<file path="src/rtl/mac_pkg.sv">
// Shared types and constants for the MAC column datapath.
// Optional build macro used by mac_col_drain: MAC_COL_DRAIN_NAN_FLAG_EN.
package mac_pkg;

   typedef logic [15:0] bf16_t;

   localparam int BF16_EXP_MSB = 14;
   localparam int BF16_EXP_LSB = 7;

   typedef enum logic {
      EMPTY = 1'b0,
      DRAIN = 1'b1
   } drain_state_e;

   // An all-ones exponent marks both Inf and NaN encodings.
   function automatic logic bf16_is_inf_nan(input bf16_t word);
      return (word[BF16_EXP_MSB:BF16_EXP_LSB] == 8'hFF);
   endfunction

endpackage

</file>
<file path="src/rtl/mac_capture_bank.sv">
// Per-cell capture registers for one column: first result per cell is kept,
// a second pulse before the set is transferred is dropped and flagged.
module mac_capture_bank
   import mac_pkg::*;
#(
   parameter int NUM_CELLS = 4
) (
   input  logic                    clk,
   input  logic                    rst,
   input  logic [NUM_CELLS-1:0]    cell_valid,
   input  logic [NUM_CELLS*16-1:0] cell_bf,
   input  logic                    clr,
   output logic [NUM_CELLS*16-1:0] cap_data,
   output logic                    all_cap,
   output logic                    overrun
);

   bf16_t                cap_reg_r [NUM_CELLS];
   logic [NUM_CELLS-1:0] cap_flag_r;

   // Capture each cell's first result; transfer empties the bank. A pulse in
   // the transfer cycle sees the flag still set and counts as an overrun.
   always_ff @(posedge clk) begin
      if (rst) begin
         cap_flag_r <= '0;
         overrun    <= 1'b0;
         for (int i = 0; i < NUM_CELLS; i++) begin
            cap_reg_r[i] <= 16'h0000;
         end
      end else begin
         overrun <= overrun | (|(cell_valid & cap_flag_r));
         for (int i = 0; i < NUM_CELLS; i++) begin
            if (clr) begin
               cap_flag_r[i] <= 1'b0;
            end else if (cell_valid[i] && !cap_flag_r[i]) begin
               cap_reg_r[i]  <= cell_bf[i*16 +: 16];
               cap_flag_r[i] <= 1'b1;
            end
         end
      end
   end

   assign all_cap = &cap_flag_r;

   // Flatten the capture array for the transfer into the drain buffer.
   always_comb begin
      cap_data = '0;
      for (int i = 0; i < NUM_CELLS; i++) begin
         cap_data[i*16 +: 16] = cap_reg_r[i];
      end
   end

endmodule

</file>
<file path="src/rtl/mac_col_drain.sv">
// Column result drain: collects skewed per-cell results, transfers the full
// set into a drain buffer and streams it out one word per handshake.
// Optional macro MAC_COL_DRAIN_NAN_FLAG_EN adds the sticky nan_seen output.
module mac_col_drain
   import mac_pkg::*;
#(
   parameter int NUM_CELLS = 4,
   parameter int IDX_W     = $clog2(NUM_CELLS)
) (
   input  logic                    clk,
   input  logic                    rst,
   input  logic [NUM_CELLS-1:0]    cell_valid,
   input  logic [NUM_CELLS*16-1:0] cell_bf,
   output logic                    out_valid,
   input  logic                    out_ready,
   output logic [15:0]             out_data,
   output logic [IDX_W-1:0]        out_idx,
   output logic                    out_last,
   output logic                    clear_accum_o,
   output logic                    overrun
`ifdef MAC_COL_DRAIN_NAN_FLAG_EN
   ,output logic                   nan_seen
`endif
);

   localparam logic [IDX_W-1:0] LAST_IDX = IDX_W'(NUM_CELLS - 1);

   logic [NUM_CELLS*16-1:0] cap_data_s;
   logic                    all_cap_s;
   logic                    transfer_s;
   logic                    hs_s;
   drain_state_e            state_r;
   drain_state_e            state_nxt_s;
   logic [IDX_W-1:0]        cnt_r;
   logic [IDX_W-1:0]        cnt_nxt_s;
   bf16_t                   out_data_nxt_s;
   bf16_t                   drn_r [NUM_CELLS];

   mac_capture_bank #(
      .NUM_CELLS (NUM_CELLS)
   ) u_capture (
      .clk        (clk),
      .rst        (rst),
      .cell_valid (cell_valid),
      .cell_bf    (cell_bf),
      .clr        (transfer_s),
      .cap_data   (cap_data_s),
      .all_cap    (all_cap_s),
      .overrun    (overrun)
   );

   assign hs_s       = out_valid & out_ready;
   assign transfer_s = all_cap_s & (state_r == EMPTY);

   // Drain FSM next state and next output word (word 0 comes straight from
   // the capture bank on transfer since the drain buffer loads on that edge).
   always_comb begin
      state_nxt_s    = state_r;
      cnt_nxt_s      = cnt_r;
      out_data_nxt_s = out_data;
      case (state_r)
         EMPTY: begin
            if (transfer_s) begin
               state_nxt_s = DRAIN;
               cnt_nxt_s   = {IDX_W{1'b0}};
            end else begin
               state_nxt_s = EMPTY;
            end
         end
         DRAIN: begin
            if (hs_s) begin
               if (cnt_r == LAST_IDX) begin
                  state_nxt_s = EMPTY;
               end else begin
                  cnt_nxt_s = cnt_r + IDX_W'(1);
               end
            end else begin
               state_nxt_s = DRAIN;
            end
         end
         default: begin
            state_nxt_s = EMPTY;
            cnt_nxt_s   = {IDX_W{1'b0}};
         end
      endcase
      if (transfer_s) begin
         out_data_nxt_s = cap_data_s[15:0];
      end else if (state_nxt_s == DRAIN) begin
         out_data_nxt_s = drn_r[cnt_nxt_s];
      end else begin
         out_data_nxt_s = out_data;
      end
   end

   // Drain buffer snapshots the captured set on transfer.
   always_ff @(posedge clk) begin
      if (rst) begin
         for (int i = 0; i < NUM_CELLS; i++) begin
            drn_r[i] <= 16'h0000;
         end
      end else if (transfer_s) begin
         for (int i = 0; i < NUM_CELLS; i++) begin
            drn_r[i] <= cap_data_s[i*16 +: 16];
         end
      end
   end

   // FSM state, word counter and registered stream outputs.
   always_ff @(posedge clk) begin
      if (rst) begin
         state_r       <= EMPTY;
         cnt_r         <= {IDX_W{1'b0}};
         out_valid     <= 1'b0;
         out_data      <= 16'h0000;
         out_idx       <= {IDX_W{1'b0}};
         out_last      <= 1'b0;
         clear_accum_o <= 1'b0;
      end else begin
         state_r       <= state_nxt_s;
         cnt_r         <= cnt_nxt_s;
         out_valid     <= (state_nxt_s == DRAIN);
         out_data      <= out_data_nxt_s;
         out_idx       <= cnt_nxt_s;
         out_last      <= (state_nxt_s == DRAIN) && (cnt_nxt_s == LAST_IDX);
         clear_accum_o <= transfer_s;
      end
   end

`ifdef MAC_COL_DRAIN_NAN_FLAG_EN
   // Sticky flag for any Inf/NaN word accepted by the consumer.
   always_ff @(posedge clk) begin
      if (rst) begin
         nan_seen <= 1'b0;
      end else if (hs_s && bf16_is_inf_nan(out_data)) begin
         nan_seen <= 1'b1;
      end
   end
`endif

endmodule

</file>
<file path="config.mk">
export PLATFORM = sky130hd
export DESIGN_NAME = mac_col_drain
export DESIGN_NICKNAME = d
export VERILOG_FILES = /design/src/rtl/mac_pkg.sv /design/src/rtl/mac_capture_bank.sv /design/src/rtl/mac_col_drain.sv
export SDC_FILE = /design/constraint.sdc
export NUM_CORES = 1
export LEC_CHECK = 0
export BUFFER_PORTS_ARGS = -buffer_cell sky130_fd_sc_hd__buf_2
export CAP_MARGIN = 20
export CORE_ASPECT_RATIO = 0.5
export CORE_MARGIN = 5
export CORE_UTILIZATION = 50
export CTS_CLUSTER_DIAMETER = 120
export DETAILED_ROUTE_END_ITERATION = 6
export PLACE_DENSITY_LB_ADDON = 0.25
export SLEW_MARGIN = 20
export SYNTH_ARGS = -nofsm -noshare
export SYNTH_HDL_FRONTEND = slang
export SYNTH_SLANG_ARGS = --single-unit
</file>
<file path="constraint.sdc">
create_clock -name clk -period 2.8 [get_ports clk]
set_input_delay 0.56 -clock clk [delete_from_list [all_inputs] [get_ports clk]]
set_output_delay 0.56 -clock clk [all_outputs]
set_load 0.01 [all_outputs]
</file>
Word level (Yosys, flattened, before mapping)
Memory sizes are Yosys's and may differ from the RTL's. A register that Yosys moved wholly into a read port is not among the register bits.
Index checks and enable logic that the tools add are counted.
{ "totals": {"regBits": 10, "mem_bits_rw": 128, "input_bits": 71, "output_inout_bits": 22, "elab_cells": 76, "mem_count": 2} }
{ "op_classes": {"addsub": 1, "eq_ne": 2, "mux": 36, "bitwise_logic": 13, "reduce_logical": 13} }
{ "mem_list": {"columns": ["name", "depth", "width", "rd", "rd_ports_with_merged_regs", "write_ports", "line_no", "source"], "rows": [
  ["drn_r", 4, 16, 1, 1, 4, "mac_col_drain.sv:37", "bf16_t drn_r [NUM_CELLS];"],
  ["u_capture.cap_reg_r", 4, 16, 4, 0, 4, "mac_capture_bank.sv:18", "bf16_t cap_reg_r [NUM_CELLS];"]
]} }
{ "ops": {"columns": ["operator", "n"], "rows": [
  ["$mux W16", 8],
  ["$mux W1", 23],
  ["$or A1 B1 Y1", 9],
  ["$mux W2", 3],
  ["$logic_and A1 B1 Y1", 5],
  ["$and A4 B4 Y4", 1],
  ["$eq A2 B2 Y1 const B", 2],
  ["$logic_not A1 Y1", 4],
  ["$pmux W2 S2", 1],
  ["$reduce_and A4 Y1", 1],
  ["$reduce_or A4 Y1", 1],
  ["$add A2 B1 Y2 const B", 1],
  ["$and A1 B1 Y1", 2],
  ["$pmux W1 S2", 1],
  ["$reduce_bool A2 Y1", 1],
  ["$reduce_or A2 Y1", 1],
  ["$not A1 Y1", 1]
]} }

Longest topological paths before layout
Gate-level depths: netlist of run 1.
{ "depth": {"depth_word": 7, "depth_mapped": 6, "ltp_nobuf": 4} }

Cells and area by module
A second synthesis of run 1 with hierarchy kept.
{ "hier_totals": {"cells_unflattened": 531, "area_unflattened_um2": 6931.6} }
{ "by_module_without_submodules": {"columns": ["mod", "n_inst", "cells_each", "area_per_inst_um2", "seq_area_each_um2"], "rows": [
  ["mac_col_drain", 1, 371, 4181.5, 2342.2],
  ["mac_capture_bank", 1, 160, 2750.1, 2021.9]
]} }

Worst setup path before layout of run 1
No wires, ideal clock.
{ "synth_path": {"kind": "register to register", "startpoint": "register u_capture.cap_flag_r[2]", "endpoint": "memory drn_r[0][0] (netlist name), enable pin", "setup_time_ps": 418, "arrival_time_ps": 2295, "t_required_ps": 2382, "setup_slack_ps": 87, "path_stages_with_launch": 5, "path_buffers": 0, "period_less_slack_ps": 2713, "path_cell_list": "dfxtp_1 > nand4_2 > nor2_1 > nor2_1 > inv_1"} }
{ "synth_lines": {"columns": ["item", "line_no", "source"], "rows": [
  ["start: declaration", "mac_capture_bank.sv:19", "logic [NUM_CELLS-1:0] cap_flag_r;"],
  ["start signal: assignment", "mac_capture_bank.sv:25", "cap_flag_r <= '0;"],
  ["start signal: indexed assignment", "mac_capture_bank.sv:34", "cap_flag_r[i] <= 1'b0;"],
  ["start signal: indexed assignment", "mac_capture_bank.sv:37", "cap_flag_r[i] <= 1'b1;"],
  ["end: declaration", "mac_col_drain.sv:37", null]
]} }

Worst setup path in the final report of run 1
{ "layout_path": {"startpoint": "register u_capture.cap_flag_r[1]", "endpoint": "register out_data[9], read port of drn_r"} }
{ "layout_via": {"elab_chain_cells": 5, "elab_cells_between_ends": 7, "classes_between": "4 x mux; 1 x bitwise; 2 x reduce/logical"} }
{ "layout_rtl": {"columns": ["item", "line_no", "source"], "rows": [
  ["$reduce_and A4 Y1 *", "mac_capture_bank.sv:43", "assign all_cap = &cap_flag_r;"],
  ["$and A1 B1 Y1 *", "mac_col_drain.sv:53", "assign transfer_s = all_cap_s & (state_r == EMPTY);"],
  ["$mux W1", "mac_col_drain.sv:63", "if (transfer_s) begin"],
  ["$pmux W1 S2", "mac_col_drain.sv:61", "case (state_r)"],
  ["$reduce_bool A2 Y1 (no line)", null, null],
  ["end: declaration", "mac_col_drain.sv:16", "output logic [15:0] out_data,"]
]} }
Mark *: on every way between the ends. The rest lies on a longest branch, timed or not.
A chain may end at the register's enable or synchronous reset.

==> impl_metrics.py, run 1 <==
metrics = {
    "timing": {
        "skew_ns": 0.00500,
        "drv_slew": 0,
        "setup_tns_ns": 0,
        "tightest_slew_ns": 1.03,
        "hold_slack_ns": 0.385,
        "finalCriticalPeriod_ns": 2.09,
        "period_share_pct": 74.8,
        "setup_viol": 0,
        "finalHoldViolations": 0,
        "fmax_mhz": 477,
        "finalWorstSetupSlack_ns": 0.706,
        "max_slew_margin_pct": 30.9,
        "rsz0062_at_grt": "false",
    },
    "placed_design": {
        "gp_congestion": 0.816,
        "post-place-cells": 636,
        "pre_cts_ws_ns": 0.505,
        "dp_hpwl_um": 8400,
        "port-buffer-count": 92,
    },
    "route": {
        "wl_per_cell_um": 19.4,
        "routed_wl_um": 13000,
        "route.detailed.drc": 0,
        "vias": 3529,
        "ant_nets": 0,
        "vias_per_cell": 5.29,
        "drt_pass1_iterations": 5,
        "drtIter0Drc": 308,
    },
    "setup_path": {
        "slowest_delay_ns": 0.61,
        "start_kind": "flop",
        "worst-setup-path-type": "flop to flop",
        "required_ns": 3.08,
        "path_cells": "nand4_2, a32oi_4, buf_4, mux4_1, o2bb2ai_1",
        "arrival_ns": 2.37,
        "crit_fanout": 18,
        "end_kind": "flop",
        "crit_slowest_cell": "mux4_1",
    },
    "die": {
        "io_pins": 93,
        "start_util_pct": 51.6,
        "dieArea_sq_um": 14800,
        "core_sq_um": 11900,
        "die_h_um": 88.5,
        "fp.dieW_um": 167,
        "num_rows": 28,
    },
    "global_routing": {
        "grt_use_met1_pct": 28.4,
        "grt_antenna_before_repair": 0,
        "met3_usage_pct": 5.04,
        "gr-usage-all-layers_pct": 18.7,
        "grt_pass1_wl_um": 20100,
        "use_met2_pct": 26.1,
        "overflow": 0,
        "top_usage_layer": "met1",
        "grt_max_degree": 66,
        "grt_pass1_vias": 3530,
    },
    "synthesis": {
        "synth_cells": 388,
        "yosysUniqueCellTypes": 28,
        "synth_nets": 459,
        "yosys_warnings": 0,
        "ys_seq_elements": 154,
        "yosysSeqAreaShare_pct": 70.8,
        "synth_area_per_cell_sq_um": 15.9,
        "syn_area_sq_um": 6170,
    },
    "clocking": {
        "cts_tree": "yes",
        "clk_latency_ns": 0.41,
        "post_cts_resized": 0,
        "post_cts_buffers": 0,
        "cts_buffers": 17,
        "htree_levels": 4,
        "clock_sinks": 154,
        "clk_pin_slew_ns": 0.06,
        "cts_hold_buf": 0,
        "root_buffer": "clkbuf_16",
        "clock_path_buffers": 2,
    },
    "layout": {
        "drive_above_1_share_pct": 29.5,
        "final_cell_mix": "and2_1, edfxtp_1, buf_2",
        "antennaDiodeCount": 0,
        "layout.nets": 561,
        "final_core_util_pct": 63.0,
        "final_cells": 667,
        "area_delta_synth_final_pct": 22.0,
        "fill_cells": 883,
    },
    "run": {
        "maxCapViolations": 0,
    },
    "outcome": {
        "status": "completed",
    },
    "worst_hold_path": {
        "min_path_type": "input port to flop",
    },
    "pwr": {
        "p_per_area_nw_per_um2": 722,
        "peakVddDrop_mv": 0.463,
        "leakage_nw": 2.98,
    },
}
[through the flow]
stage / total power, mW / cell area, sq um
after global routing: 5.59 / 7520
final: 5.43 / 7520
after global placement: 2.90 / 6860
after detailed placement: 2.90 / 6860
after floorplan: 2.78 / 6170
after CTS: 5.45 / 7520
[area by class of cell]
type	count	area [sq um]	share of cell area (%)
multi-input combinational	212	1710	22.8
inverter	2	7.51	0.0998
sequential	154	4360	58.0
clock inverter	12	221	2.94
tap	165	206	2.74
timing repair buffer	103	568	7.55
clock buffer	19	443	5.89
[layer usage]
layer  routed length (um)  vias to the layer above
li1                     -                     1646
met1                 6320                     1702
met2                 5340                      162
met3                 1160                       19
met4                  157                        0
met5                    0                        -
[cells by family (layout without fill, tap and decap cells)]
family	count (synthesis)	in the layout	share of synthesized area, %
DFF	154	154	70.8
and+or+nand+nor	152	152	15.3
AOI/OAI and AO/OA	43	43	5.84
buffers and inverters	22	136	1.64
muxes	17	17	6.49
[Yosys cell counts]
master	n	share of area, %
buf_2	2	0.16
nand3_1	1	0.081
a21oi_1	2	0.16
nor2_1	8	0.49
a31oi_1	1	0.10
and4_1	1	0.14
nand2b_1	8	0.81
o21a_1	5	0.61
buf_12	1	0.32
nor4b_1	1	0.14
o2bb2ai_1	16	2.3
dfxtp_1	26	8.4
edfxtp_1	128	62
and2_1	128	13
a222oi_1	1	0.16
nand3b_1	1	0.12
mux4_2	8	2.9
a22oi_1	16	1.9
inv_2	1	0.061
a21oi_2	1	0.14
mux4_1	8	3.4
nor3b_1	1	0.12
nand4_2	1	0.20
clkbuf_1	17	1.0
mux2i_1	1	0.16
inv_1	1	0.061
a32oi_4	1	0.45
nor3_1	2	0.16
[final timing paths]
| path | startpoint | to | slack (ns) | depth (start not counted) |
|---|---|---|---|---|
| hold reg to reg | u_capture.cap_reg_r[1][7] | drn_r[1][7] | 0.51 | 1 |
| hold / removal | cell_valid[3] | u_capture.cap_flag_r[3] | 0.38 | 2 |
| setup reg to reg | u_capture.cap_flag_r[1] | out_data[9] | 0.71 | 5 |
| setup / recovery | u_capture.cap_flag_r[1] | out_data[9] | 0.71 | 5 |
[critical path, delay by kind of cell (launching register included)]
family | cells | cell delay (ns)
AO/OA/AOI/OAI | 2 | 0.39
buffers and inverters | 1 | 0.36
flip-flops | 1 | 0.40
multiplexers | 1 | 0.61
AND/OR/NAND/NOR | 1 | 0.18
[where the power goes]
part / switching [mW] / internal [mW]
Combinational: 0.115 / 0.0933
Clock: 0.881 / 1.69
Sequential: 0.0459 / 2.60
Total: 1.04 / 4.38
[flip-flops by register name, summed over array words and instances (netlist names)]
register,count
drn_r,64
u_capture.cap_reg_r,64
out_data,16
u_capture.cap_flag_r,4
cnt_r,2
clear_accum_o,1
out_last,1
state_r,1
u_capture.overrun,1
Note: power is estimated with default switching activity, not from simulation.
==> run 2: changes to the inputs <==
ABC_AREA = 1   (was default)
clock period = 1.75 ns   (was 2.8 ns; I/O delays follow)
==> run 2 against run 1 <==
Flip-flop and latch count unchanged. Register-to-register slack worse by 0.62 ns. Synthesized cell count up 84%. Cell count up 51%. Clock skew up 0.0032 ns. Global-route usage up 0.30 points. Via count up 37%. Sequential share of layout area down 3.9 points. Clock-buffer cell count down 2. Worst setup slack worse by 0.62 ns. Critical endpoint is now out_data[15]. Largest power group unchanged. Highest routed layer unchanged.
==> impl_metrics.py, run 2 <==
metrics = {
    "clocking": {
        "cts_buffers": 17,
        "cts_tree": "yes",
        "htree_levels": 4,
        "clk_latency_ns": 0.42,
        "root_buffer": "clkbuf_16",
        "clock_sinks": 154,
        "cts_hold_buf": 0,
        "clk_pin_slew_ns": 0.07,
        "clock_path_buffers": 2,
    },
    "synthesis": {
        "synth_top_area_cell": "edfxtp_1",
        "yosys_warnings": 0,
        "syn_area_sq_um": 6620,
        "synth_top_flop_cell": "edfxtp_1",
        "yosys-top-cells-count": "nand2_1, inv_1, edfxtp_1",
        "async_flop_share_pct": 0,
        "synth_area_per_cell_sq_um": 9.30,
        "ys_seq_elements": 154,
        "synth_nets": 783,
        "synth_cells": 712,
        "synth_top_area_share_pct": 58.0,
        "synth.most_common_cell": "nand2_1",
        "ys_top_cells_by_area": "edfxtp_1, nand2_1, dfxtp_1",
        "yosysUniqueCellTypes": 21,
        "yosysSeqAreaShare_pct": 65.9,
        "synth_edf_count": 128,
    },
    "timing": {
        "hold_slack_ns": 0.217,
        "drv_slew": 0,
        "finalHoldViolations": 0,
        "finalCriticalPeriod_ns": 1.66,
        "tightest_slew_ns": 0.351,
        "finalWorstSetupSlack_ns": 0.0893,
        "fmax_mhz": 602,
        "period_share_pct": 94.9,
        "setup_viol": 0,
        "max_slew_margin_pct": 76.6,
        "skew_ns": 0.00819,
    },
    "pwr": {
        "p_comb_share_pct": 5.5,
        "p_int_mw": 6.35,
        "peakVddDrop_mv": 0.516,
        "p_switching_mw": 1.97,
        "p_per_area_nw_per_um2": 1030,
        "p_sw_share_pct": 23.7,
        "leakage_nw": 4.04,
        "seq_power_share_pct": 50.8,
        "clkPwrFrac_pct": 43.7,
    },
    "layout": {
        "area_delta_synth_final_pct": 22.1,
        "fill_cells": 1079,
        "layout.nets": 892,
        "layout_commonest_cell": "nand2_1",
        "multi_input_area_sq_um": 1630,
        "reg.largest.list": "drn_r: 64 flops, u_capture.cap_reg_r: 64 flops, out_data: 16 flops",
        "regArea_sq_um": 4380,
        "final_cell_mix": "nand2_1, inv_1, edfxtp_1",
        "drive_above_1_share_pct": 20.4,
        "antennaDiodeCount": 0,
    },
    "route": {
        "ant_nets": 0,
        "route.detailed.drc": 0,
        "drtIter0Drc": 494,
        "routed_wl_um": 14900,
        "drt_pass1_iterations": 6,
        "vias_per_cell": 4.80,
        "vias": 4821,
        "wl_per_cell_um": 14.8,
    },
    "placed_design": {
        "dp_hpwl_um": 9850,
        "gp_congestion": 0.918,
        "port-buffer-count": 92,
        "pre_cts_ws_ns": 0.0521,
    },
    "die": {
        "io_pins": 93,
        "fp.dieW_um": 173,
        "num_rows": 29,
        "core_sq_um": 12800,
        "dieArea_sq_um": 15800,
        "start_util_pct": 51.7,
        "die_h_um": 91.4,
    },
    "setup_path": {
        "cp_top_family": "simple AND/OR/NAND/NOR gates",
        "arrival_ns": 2.03,
        "slowest_delay_ns": 0.36,
        "end_kind": "flop",
        "required_ns": 2.12,
        "start_kind": "flop",
        "crit_slowest_cell": "dfxtp_4",
        "cpMostUsedCell": "nand2_1",
        "crit_buf_inv": 1,
        "crit_fanout": 33,
        "path_cells": "nand2_1, nand2_1, o21ai_4, buf_12, nand3_1, nand2_1, nand2_1, nand2_1, nand2_1, nand2_1, nand2_1, nand2_1",
        "worst-setup-path-type": "flop to flop",
    },
    "global_routing": {
        "grt_pass1_vias": 4633,
        "grt_antenna_before_repair": 0,
        "grt_max_degree": 37,
        "overflow": 0,
        "gr-usage-all-layers_pct": 19.0,
        "grt_pass1_wl_um": 23500,
    },
    "worst_hold_path": {
        "min_path_type": "input port to flop",
    },
    "run": {
        "maxCapViolations": 0,
    },
    "outcome": {
        "status": "completed",
    },
}
run 2: kinds of logic (layout without fill, tap and decap cells):
family	Yosys count	in the layout	synth area share, %
and+or+nand+nor	374	374	22.3
AOI/OAI and AO/OA	17	17	1.85
buffers and inverters	167	289	9.92
DFF	154	154	65.9
run 2: final cells by class:
type	count	area share (%)
tap	170	2.63
inverter	143	6.64
clock buffer	17	5.26
multi-input combinational	391	20.1
timing repair buffer	114	9.30
clock inverter	15	1.93
sequential	154	54.1
run 2: layer usage:
layer	GRT usage [%]	share of wire [%]	vias to the layer above
li1	-	-	2401
met1	25.7	43	2228
met3	5.64	8.0	30
met4	6.67	2.0	0
met5	0	0	-
met2	29.6	47	162
run 2: path summary, 6_finish.rpt:
| path | cells past startpoint | slack (ns) | startpoint | end |
|---|---|---|---|---|
| worst max-delay path | 12 | 0.09 | state_r | out_data[15] |
| worst max register to register | 12 | 0.09 | state_r | out_data[15] |
| worst min register to register | 2 | 0.45 | out_data[10] | out_data[10] |
| worst min-delay path | 3 | 0.22 | cell_bf[63] | u_capture.cap_reg_r[3][15] |
run 2: power groups by stage:
stage | sequential [mW] | combinational (mW) | clock (mW)
3_5_place_dp | 4.31 | 0.449 | 0
4_1_cts | 4.23 | 0.455 | 3.68
2_1_floorplan | 4.28 | 0.248 | 0
3_3_place_gp | 4.31 | 0.440 | 0
5_1_grt | 4.24 | 0.522 | 3.85
6_report | 4.23 | 0.457 | 3.63
run 2: worst min-delay path, cell delays in order:
cell and delay, ns:
buf_2 0.07, inv_1 0.03, nor2_1 0.08
run 2: per-stage QoR:
step	TNS, ns	utilization (%)	total power, mW	area, sq um	cells
after global routing	-0.0522	63.2	8.61	8090	1004
after CTS	0	62.4	8.36	8000	1001
after global placement	0	57.9	4.75	7410	969
after floorplan	0	-	4.53	6630	712
final	0	63.2	8.32	8090	1004
after detailed placement	0	57.9	4.76	7410	969
run 2: timing repair:
action,in CTS,in global routing
resized for setup,0,15
setup endpoints to repair,0,16
buffers inserted,0,1
==> run 3: changes to the inputs <==
ABC_AREA = default   (was 1)
==> run 3 against run 2 <==
Core utilization is 1.5 points higher. The flow now finishes with violations (setup timing). Clock power is 4% lower. Die area is 6.3% lower. Routed wire length down 11%. Flip-flop and latch count is the same. Cell count down 32%. First-iteration DRC count shrank 41%. Sequential power hardly changed.
==> impl_metrics.py, run 3 (synthesis results as in run 1) <==
metrics = {
    "outcome": {
        "status": "finished with violations",
        "violations": "setup timing",
    },
    "setup_path": {
        "worst-setup-path-type": "flop to flop",
        "start_kind": "flop",
        "end_kind": "flop",
        "arrival_ns": 2.11,
        "r2r_cells": 6,
        "required_ns": 2.05,
        "crit_fanout": 5,
    },
    "clocking": {
        "root_buffer": "clkbuf_16",
        "cts_buffers": 17,
        "clock_sinks": 154,
        "clock_path_buffers": 2,
        "cts_hold_buf": 0,
        "clk_latency_ns": 0.41,
        "htree_levels": 4,
        "cts_tree": "yes",
        "clk_pin_slew_ns": 0.07,
    },
    "route": {
        "routed_wl_um": 13300,
        "route.detailed.drc": 0,
        "drt_pass1_iterations": 5,
        "wl_per_cell_um": 19.4,
        "ant_nets": 0,
        "drtIter0Drc": 291,
        "vias": 3542,
        "vias_per_cell": 5.17,
    },
    "layout": {
        "area_delta_synth_final_pct": 25.2,
        "antennaDiodeCount": 0,
        "final_core_util_pct": 64.6,
        "reg.largest.list": "drn_r: 64 flops, u_capture.cap_reg_r: 64 flops, out_data: 16 flops",
        "final_cells": 685,
        "layout.nets": 578,
        "final_cell_mix": "and2_1, edfxtp_1, buf_2",
        "drive_above_1_share_pct": 35.8,
    },
    "timing": {
        "finalHoldViolations": 0,
        "max_slew_margin_pct": 42.3,
        "drv_slew": 0,
        "rsz0062_at_grt": "true",
        "period_share_pct": 103,
        "finalCriticalPeriod_ns": 1.81,
        "skew_ns": 0.0107,
        "tightest_slew_ns": 0.865,
        "fmax_mhz": 553,
        "finalWorstSetupSlack_ns": -0.0582,
        "setup_viol": 14,
    },
    "global_routing": {
        "grt_pass1_wl_um": 20100,
        "overflow": 0,
        "gr-usage-all-layers_pct": 18.5,
        "grt_max_degree": 66,
        "grt_pass1_vias": 3512,
        "grt_antenna_before_repair": 0,
    },
    "die": {
        "fp.dieW_um": 167,
        "io_pins": 93,
        "core_sq_um": 11900,
        "num_rows": 28,
        "start_util_pct": 51.6,
        "dieArea_sq_um": 14800,
        "die_h_um": 88.5,
    },
    "placed_design": {
        "post-place-cells": 649,
        "port-buffer-count": 92,
        "pre_cts_ws_ns": -0.168,
        "gp_congestion": 0.827,
        "dp_hpwl_um": 8840,
    },
    "pwr": {
        "peakVddDrop_mv": 0.605,
        "p_total_mw": 8.13,
        "p_per_area_nw_per_um2": 1050,
        "leakage_nw": 3.04,
    },
    "worst_hold_path": {
        "min_path_type": "input port to flop",
        "hold_depth": 2,
    },
    "run": {
        "maxCapViolations": 0,
    },
}
==> run 3: changes by cell type in the layout (fill, tap and decap cells not counted), moves of 16 or more <==
cell     delta
nand2_1   -216
inv_1     -136
and2_1    +128
nor2_1    -109
nand3_1    -35
a22oi_1    +16
mux4_2     +16
==> run 3: timing repair <==
item / in CTS / in global routing
setup buffers: 0 / 1
pin swaps: 0 / 2
endpoints found under the setup margin: 15 / 32
resized for setup: 0 / 7
gates cloned: 0 / 3
==> run 3: layer usage <==
metal  vias to the layer above  global-route usage [%]  share of wire (%)
met1                      1716                    30.0                 51
met5                         -                       0                  0
met2                       135                    24.0                 41
met3                        14                    4.42                6.9
met4                         0                    6.68               0.99
li1                       1677                       -                  -
==> run 3: worst max-delay path, cell delays in order, from the launching register on <==
cell and delay (ns):
dfxtp_2 0.35, nand4_4 0.12, a32oi_4 0.26, buf_12 0.16
clkbuf_16 0.15, mux4_2 0.51, o2bb2ai_1 0.14
==> run 3: per-stage QoR <==
stage | setup TNS, ns | area [sq um] | hold slack, ns
after floorplan | -19.04 | 6180 | 0.460
after global placement | -1.82 | 7040 | 0.500
after detailed placement | -2.41 | 7040 | 0.502
after CTS | -0.274 | 7600 | 0.157
after global routing | -1.18 | 7720 | 0.160
final | -0.393 | 7720 | 0.165
==> run 3: area by class of cell <==
type	instances	area, sq um
timing repair buffer	120	822
clock buffer	19	433
fill	885	4230
inverter	2	11.3
sequential	154	4370
tap	165	206
clock inverter	13	133
multi-input combinational	212	1740
==> run 3: worst paths after layout <==
path | from | to | slack [ns]
worst max-delay path | u_capture.cap_flag_r[3] | out_data[5] | -0.06
worst min-delay path | cell_valid[2] | u_capture.cap_flag_r[2] | 0.17
worst max register to register | u_capture.cap_flag_r[3] | out_data[5] | -0.06
worst min register to register | u_capture.cap_reg_r[1][7] | drn_r[1][7] | 0.51
==> run 3: where the power goes <==
group	total (mW)	switching [mW]	internal, mW
Combinational	0.387	0.197	0.190
Sequential	4.25	0.0858	4.16
Clock	3.50	1.50	2.00
